$ cat src/rtl/write_cal.sv
// write_cal: binary-to-BCD converter with a multiplexed 8-digit display.
//
// A 32-bit value is turned into 10 packed BCD digits by double-dabble,
// one iteration per clock, 32 clocks per conversion. The lower 8 digits
// of the last result are scanned onto a common-anode 7-segment display.
// Leading zeros are blanked. Results that need more than 8 digits show
// "-" on every digit.
//
// Ports
//   clk    : sole clock, rising edge
//   rst_n  : synchronous active-low reset
//   start  : request conversion of value (accepted only while idle)
//   value  : 32-bit unsigned operand, sampled on the accepting edge
//   busy   : conversion in progress
//   done   : one-cycle pulse, bcd/ovf just updated
//   bcd    : 10 packed BCD digits of the last result, bcd[3:0] = units
//   ovf    : last result >= 100_000_000
//   an     : active-low digit enables, an[0] = units
//   seg    : active-low segments {g,f,e,d,c,b,a}
module write_cal #(
   parameter int SCAN_DIV = 50000
) (
   input  logic        clk,
   input  logic        rst_n,
   input  logic        start,
   input  logic [31:0] value,
   output logic        busy,
   output logic        done,
   output logic [39:0] bcd,
   output logic        ovf,
   output logic [7:0]  an,
   output logic [6:0]  seg
);

   localparam int CW = $clog2(SCAN_DIV);

   localparam logic [6:0] SEG_DASH  = 7'b0111111;
   localparam logic [6:0] SEG_BLANK = 7'b1111111;
   localparam logic [6:0] SEG_ZERO  = 7'b1000000;

   // conversion state
   logic        busy_q, busy_d;
   logic        done_q, done_d;
   logic [4:0]  cnt_q, cnt_d;
   logic [31:0] shift_q, shift_d;
   logic [39:0] work_q, work_d;
   logic [39:0] bcd_q, bcd_d;
   logic        ovf_q, ovf_d;

   // display state
   logic [CW-1:0] scan_q, scan_d;
   logic [2:0]    idx_q, idx_d;
   logic [7:0]    an_q, an_d;
   logic [6:0]    seg_q, seg_d;

   logic [39:0] adj;
   logic [39:0] work_sh;
   logic [31:0] shift_sh;
   logic [3:0]  dig;
   logic        allz;
   logic        blank;

   function automatic logic [6:0] seg7(input logic [3:0] d);
      case (d)
         4'd0:    seg7 = 7'b1000000;
         4'd1:    seg7 = 7'b1111001;
         4'd2:    seg7 = 7'b0100100;
         4'd3:    seg7 = 7'b0110000;
         4'd4:    seg7 = 7'b0011001;
         4'd5:    seg7 = 7'b0010010;
         4'd6:    seg7 = 7'b0000010;
         4'd7:    seg7 = 7'b1111000;
         4'd8:    seg7 = 7'b0000000;
         4'd9:    seg7 = 7'b0010000;
         default: seg7 = SEG_BLANK;
      endcase
   endfunction

   // double-dabble step: correct digits >= 5 so the shift carries into
   // the next digit instead of producing 10..15
   always_comb begin
      adj = '0;
      for (int d = 0; d < 10; d++) begin
         if (work_q[4*d +: 4] >= 4'd5)
            adj[4*d +: 4] = work_q[4*d +: 4] + 4'd3;
         else
            adj[4*d +: 4] = work_q[4*d +: 4];
      end
      work_sh  = {adj[38:0], shift_q[31]};
      shift_sh = {shift_q[30:0], 1'b0};
   end

   always_comb begin
      busy_d  = busy_q;
      done_d  = 1'b0;
      cnt_d   = cnt_q;
      shift_d = shift_q;
      work_d  = work_q;
      bcd_d   = bcd_q;
      ovf_d   = ovf_q;
      if (busy_q) begin
         work_d  = work_sh;
         shift_d = shift_sh;
         cnt_d   = cnt_q + 5'd1;
         if (cnt_q == 5'd31) begin
            busy_d = 1'b0;
            done_d = 1'b1;
            bcd_d  = work_sh;
            ovf_d  = |work_sh[39:32];
         end
      end else if (start) begin
         shift_d = value;
         work_d  = '0;
         busy_d  = 1'b1;
         cnt_d   = '0;
      end
   end

   // display scan; an/seg are computed from next-state so the registered
   // outputs always agree with the current digit index and result
   always_comb begin
      if (scan_q == CW'(SCAN_DIV - 1)) begin
         scan_d = '0;
         idx_d  = idx_q + 3'd1;
      end else begin
         scan_d = scan_q + CW'(1);
         idx_d  = idx_q;
      end

      dig   = bcd_d[4*idx_d +: 4];
      allz  = 1'b1;
      blank = 1'b0;
      // walk from the top display digit down; a digit is blank when it and
      // everything above it is zero
      for (int k = 7; k >= 0; k--) begin
         allz = allz & (bcd_d[4*k +: 4] == 4'd0);
         if ((3'(k) == idx_d) && (k != 0))
            blank = allz;
      end

      an_d = ~(8'b1 << idx_d);
      if (ovf_d)
         seg_d = SEG_DASH;
      else if (blank)
         seg_d = SEG_BLANK;
      else
         seg_d = seg7(dig);
   end

   always_ff @(posedge clk) begin
      if (!rst_n) begin
         busy_q  <= 1'b0;
         done_q  <= 1'b0;
         cnt_q   <= '0;
         shift_q <= '0;
         work_q  <= '0;
         bcd_q   <= '0;
         ovf_q   <= 1'b0;
         scan_q  <= '0;
         idx_q   <= '0;
         an_q    <= 8'hFE;
         seg_q   <= SEG_ZERO;
      end else begin
         busy_q  <= busy_d;
         done_q  <= done_d;
         cnt_q   <= cnt_d;
         shift_q <= shift_d;
         work_q  <= work_d;
         bcd_q   <= bcd_d;
         ovf_q   <= ovf_d;
         scan_q  <= scan_d;
         idx_q   <= idx_d;
         an_q    <= an_d;
         seg_q   <= seg_d;
      end
   end

   assign busy = busy_q;
   assign done = done_q;
   assign bcd  = bcd_q;
   assign ovf  = ovf_q;
   assign an   = an_q;
   assign seg  = seg_q;

endmodule

$ cat config.mk
export PLATFORM = sky130hd
export DESIGN_NAME = write_cal
export DESIGN_NICKNAME = d
export VERILOG_FILES = /design/src/rtl/write_cal.sv
export SDC_FILE = /design/constraint.sdc
export NUM_CORES = 1
export LEC_CHECK = 0
export BUFFER_PORTS_ARGS = -buffer_cell sky130_fd_sc_hd__buf_4
export CAP_MARGIN = 5
export CORE_AREA = 2 2 167 169
export CTS_CLUSTER_SIZE = 20
export DETAILED_ROUTE_END_ITERATION = 10
export DIE_AREA = 0 0 169 171
export PLACE_DENSITY_LB_ADDON = 0.12
export SLEW_MARGIN = 20
export SYNTH_ARGS = -nofsm -noshare
export SYNTH_HDL_FRONTEND = slang
export SYNTH_SLANG_ARGS = --single-unit
$ cat constraint.sdc
create_clock -name clk -period 6.95 [get_ports clk]
set_clock_uncertainty 0.1 [all_clocks]
set_input_delay 0.695 -clock clk [delete_from_list [all_inputs] [get_ports clk]]
set_output_delay 0.695 -clock clk [all_outputs]
set_load 0.03 [all_outputs]
==> summary.md <==
| Metric | Value |
|---|---|
| Result of the run | completed |
| Synthesized area | 8250 um^2 |
| Total global-route track usage | 0.159 |
| # clock sinks | 154 |
| DRC violations left | 0 |
| Wire length on met2 | 10,200 um |
| HPWL after DPL | 15,300 um |
| Die Outline Area | 28,900 um^2 |
| Areal power density over the cells | 198 nW/um^2 |
| Clock transition at the registers of the reported paths | 80 ps |
| Area of the multi-input gates | 4810 um^2 |
| Relative area change from synthesis to final layout | 18.6% |
| Worst setup path startpoint | scan_q[4] |
| Number of violations of the max-capacitance limit | 0 |
| Final estimated routing congestion in global placement | 0.793 |
| Synthesized instance count | 972 |
| Maximum number of pins on one net before global-route repair | 91 |
| Initial standard-cell utilization of the core | 0.302 |
| Number of enable-type register cells in the synthesized netlist | 0 |
| Fraction of layout instances using a drive strength above 1 | 0.151 |
| Final net count | 1,092 |
| Initial antenna violation count | 0 |
| Critical path type | register to register |
| Final period util | 0.623 |
| Number of rows in the core area | 61 |
| Cell mode on critical path | sky130_fd_sc_hd__o21ai_1 |
| Worst supply voltage drop on vdd | 151 uV |
| Timing endpoint of the critical path | seg[6] |
| Min-delay worst type | register to register |
| Library cell used as clock root buffer | sky130_fd_sc_hd__clkbuf_16 |
| Warning count from the yosys run | 0 |
| Synth Flop Type | sky130_fd_sc_hd__dfxtp_1 |
| First-iteration detailed-routing DRC count | 326 |
| Final core area utilization | 0.358 |
| Register Area | 3090 um^2 |
| Maximum frequency from static timing analysis | 0.231 GHz |
| Clock buffer count from CTS | 17 |
| H-tree level count | 4 |
| Number of global-route vias before repair | 6,683 |
| Setup Fix Bufs, Post-CTS | 0 |
| Post-synth ARST share | 0 |
| Worst Max-Slew Pin Slew | 831 ps |
| Max incr delay on CP | 660 ps |
| Overflow after GRT | 0 |
| Number of fillers in the final layout | 2,873 |
| Leakage power summed over all cells | 3.82 nW |
| Uppermost routed layer | met4 |
| Setup TNS | 0 ps |
| TritonCTS clock tree | built |
| Floorplan die height | 171 um |
| Slowest-stage cell, CP | sky130_fd_sc_hd__or4_1 |
| Wire length of the first global-routing pass | 36,400 um |
| Normalized max-slew margin | 0.446 |
| Unrepaired setup endpoints after global routing | no |
| Post-CTS Hold Buffers | 0 |
| Part of the Yosys area used for sequential elements | 0.374 |
| Post-Syn Nets | 1,036 |
| Startpoint type of the worst setup path | register |
| R2r startpoint | scan_q[4] |
| Length of routed wiring on met1 | 10,600 um |
| Number of gates given a new drive strength after cts | 0 |
| Chip Width | 169 um |
| Later-pin clock latency in the skew report | 430 ps |
| I/O pin count | 93 |
| Number of optimization iterations in the first detailed-route pass | 5 |
| Number of synthesized register bits | 154 |
| Syn_area_per_cell | 8.49 um^2 |
| Routed vias | 6,818 |
| Arrival time at the worst endpoint | 4510 ps |
| Maximum buffer depth of the clock tree | 2 |
| Library cells used by synthesis | 65 |
| Number of hold violations in the final report | 0 |
| Setup violators final | 0 |
| Post-route antenna net violation count | 0 |
| Count of port buffers added during placement | 92 |
| Required time at the worst-slack endpoint | 7130 ps |
| Placeable Area | 27,300 um^2 |
| CP Capture Type | register |
| Total length of routed met3 wires | 862 um |
| Via density per instance | 4.92 |
| RR Endpoint | seg[6] |
| Worst path cell trace | or4b_4, or4_1, a21oi_4, mux4_1, o22ai_1, or2_0, inv_1, ha_1, mux2_2, o21ai_1, o21ai_1 |
| Number of diodes | 0 |
| DRT Wirelength | 22,100 um |
| Reg2reg setup slack | 2620 ps |
| Min Tclk post-route | 4330 ps |
| Max-slew violation count | 0 |
| Cells on worst reg2reg path | 11 |
| Drt wl/cell | 15.9 um |
| Largest fanout on the critical path | 17 |
metal layers:
layer / GRT usage / vias to the layer above
met1: 0.208 / 3140
met3: 0.0359 / 24
li1: - / 3540
met5: 0 / -
met2: 0.261 / 114
met4: 0.0476 / 0
placed cells by master, fill, tap and decap left out, drive strengths merged, types with 15 or more instances in the layout:
cell type and count:
a21boi 19, a21oi 50, and2 64, buf 99, clkbuf 18, dfxtp 154
ha 29, inv 40, mux2i 56, nand2 79, nand3 28, nor2 47
nor2b 50, nor3 37, nor3b 27, o21a 15, o21ai 71
power breakdown:
| group | switching (mW) | leakage (nW) | total (mW) | internal [mW] |
|---|---|---|---|---|
| Combinational | 0.0490 | 2.29 | 0.0909 | 0.0419 |
| Clock | 0.441 | 0.289 | 0.933 | 0.491 |
| Sequential | 0.0162 | 1.25 | 0.912 | 0.896 |
state kept, by name, indices dropped and copies added, names as in the netlist, named ones only:
| register | cells |
|---|---|
| cnt_q | 5 |
| seg | 7 |
| work_q | 40 |
| ovf | 1 |
| shift_q | 32 |
| an | 8 |
| scan_q | 16 |
| done | 1 |
| idx_q | 3 |
| bcd | 32 |
| busy | 1 |
how the worst min path moves through the flow:
stage,to,depth (start not counted),from,slack [ps]
after detailed placement,scan_q[0],1,scan_q[0],360
after global placement,scan_q[0],1,scan_q[0],350
after global routing,scan_q[0],1,scan_q[0],390
after floorplan,scan_q[0],1,scan_q[0],330
final,scan_q[0],1,scan_q[0],360
after CTS,scan_q[0],1,scan_q[0],370
cell type report:
| type | count | area share |
|---|---|---|
| clock buffers | 18 | 0.0449 |
| clock inverters | 14 | 0.0152 |
| inverters | 30 | 0.0115 |
| multi-input cells | 726 | 0.492 |
| flip-flops and latches | 154 | 0.316 |
| well taps | 346 | 0.0443 |
| repair buffers | 99 | 0.0760 |
worst max-delay path, delay by kind of cell, from the launching register on:
| family | cells | cell delay, ps |
|---|---|---|
| flip-flops | 1 | 360 |
| buffers and inverters | 1 | 120 |
| adder cells (fa/ha/maj) | 1 | 230 |
| multiplexers | 2 | 880 |
| AND/OR/NAND/NOR | 3 | 1580 |
| AO/OA/AOI/OAI | 4 | 880 |
synthesized netlist by cell type, drive strengths merged (7+ instances only):
cell type    n  area [um^2]
a211oi      13          110
a21boi      19          143
a21oi       50          262
and2        64          400
and3         7         43.8
buf          7         35.0
clkbuf      55          206
dfxtp      154         3080
ha          29          363
inv         30          113
mux2         7         78.8
mux2i       56          561
nand2       79          297
nand2b      12         75.1
nand3       28          140
nor2        47          176
nor2b       50          313
nor3        37          185
nor3b       27          203
nor4         8         56.3
o21a        15          113
o21ai       71          367
or3          9         56.3
xnor2       13          114
xor2        10         87.6
through the flow:
stage	power, mW	setup WS [ps]	instance area (um^2)	hold WS [ps]	instances
after floorplan	0.990	3180	8250	330	972
after global routing	2.02	2320	9780	390	1387
after global placement	1.03	2650	9190	350	1355
after CTS	1.97	2580	9780	372	1387
final	1.94	2620	9780	364	1387
after detailed placement	1.03	2600	9190	359	1355
cell families after synthesis:
logic type / share of synthesized area
muxes: 0.0866
buffers and inverters: 0.0429
DFF: 0.374
and+or+nand+nor: 0.256
xor gates and xnor gates: 0.0244
adders and majority gates: 0.0440
AOI/OAI and AO/OA: 0.172
No activity file was read; power rests on OpenSTA's default activity.
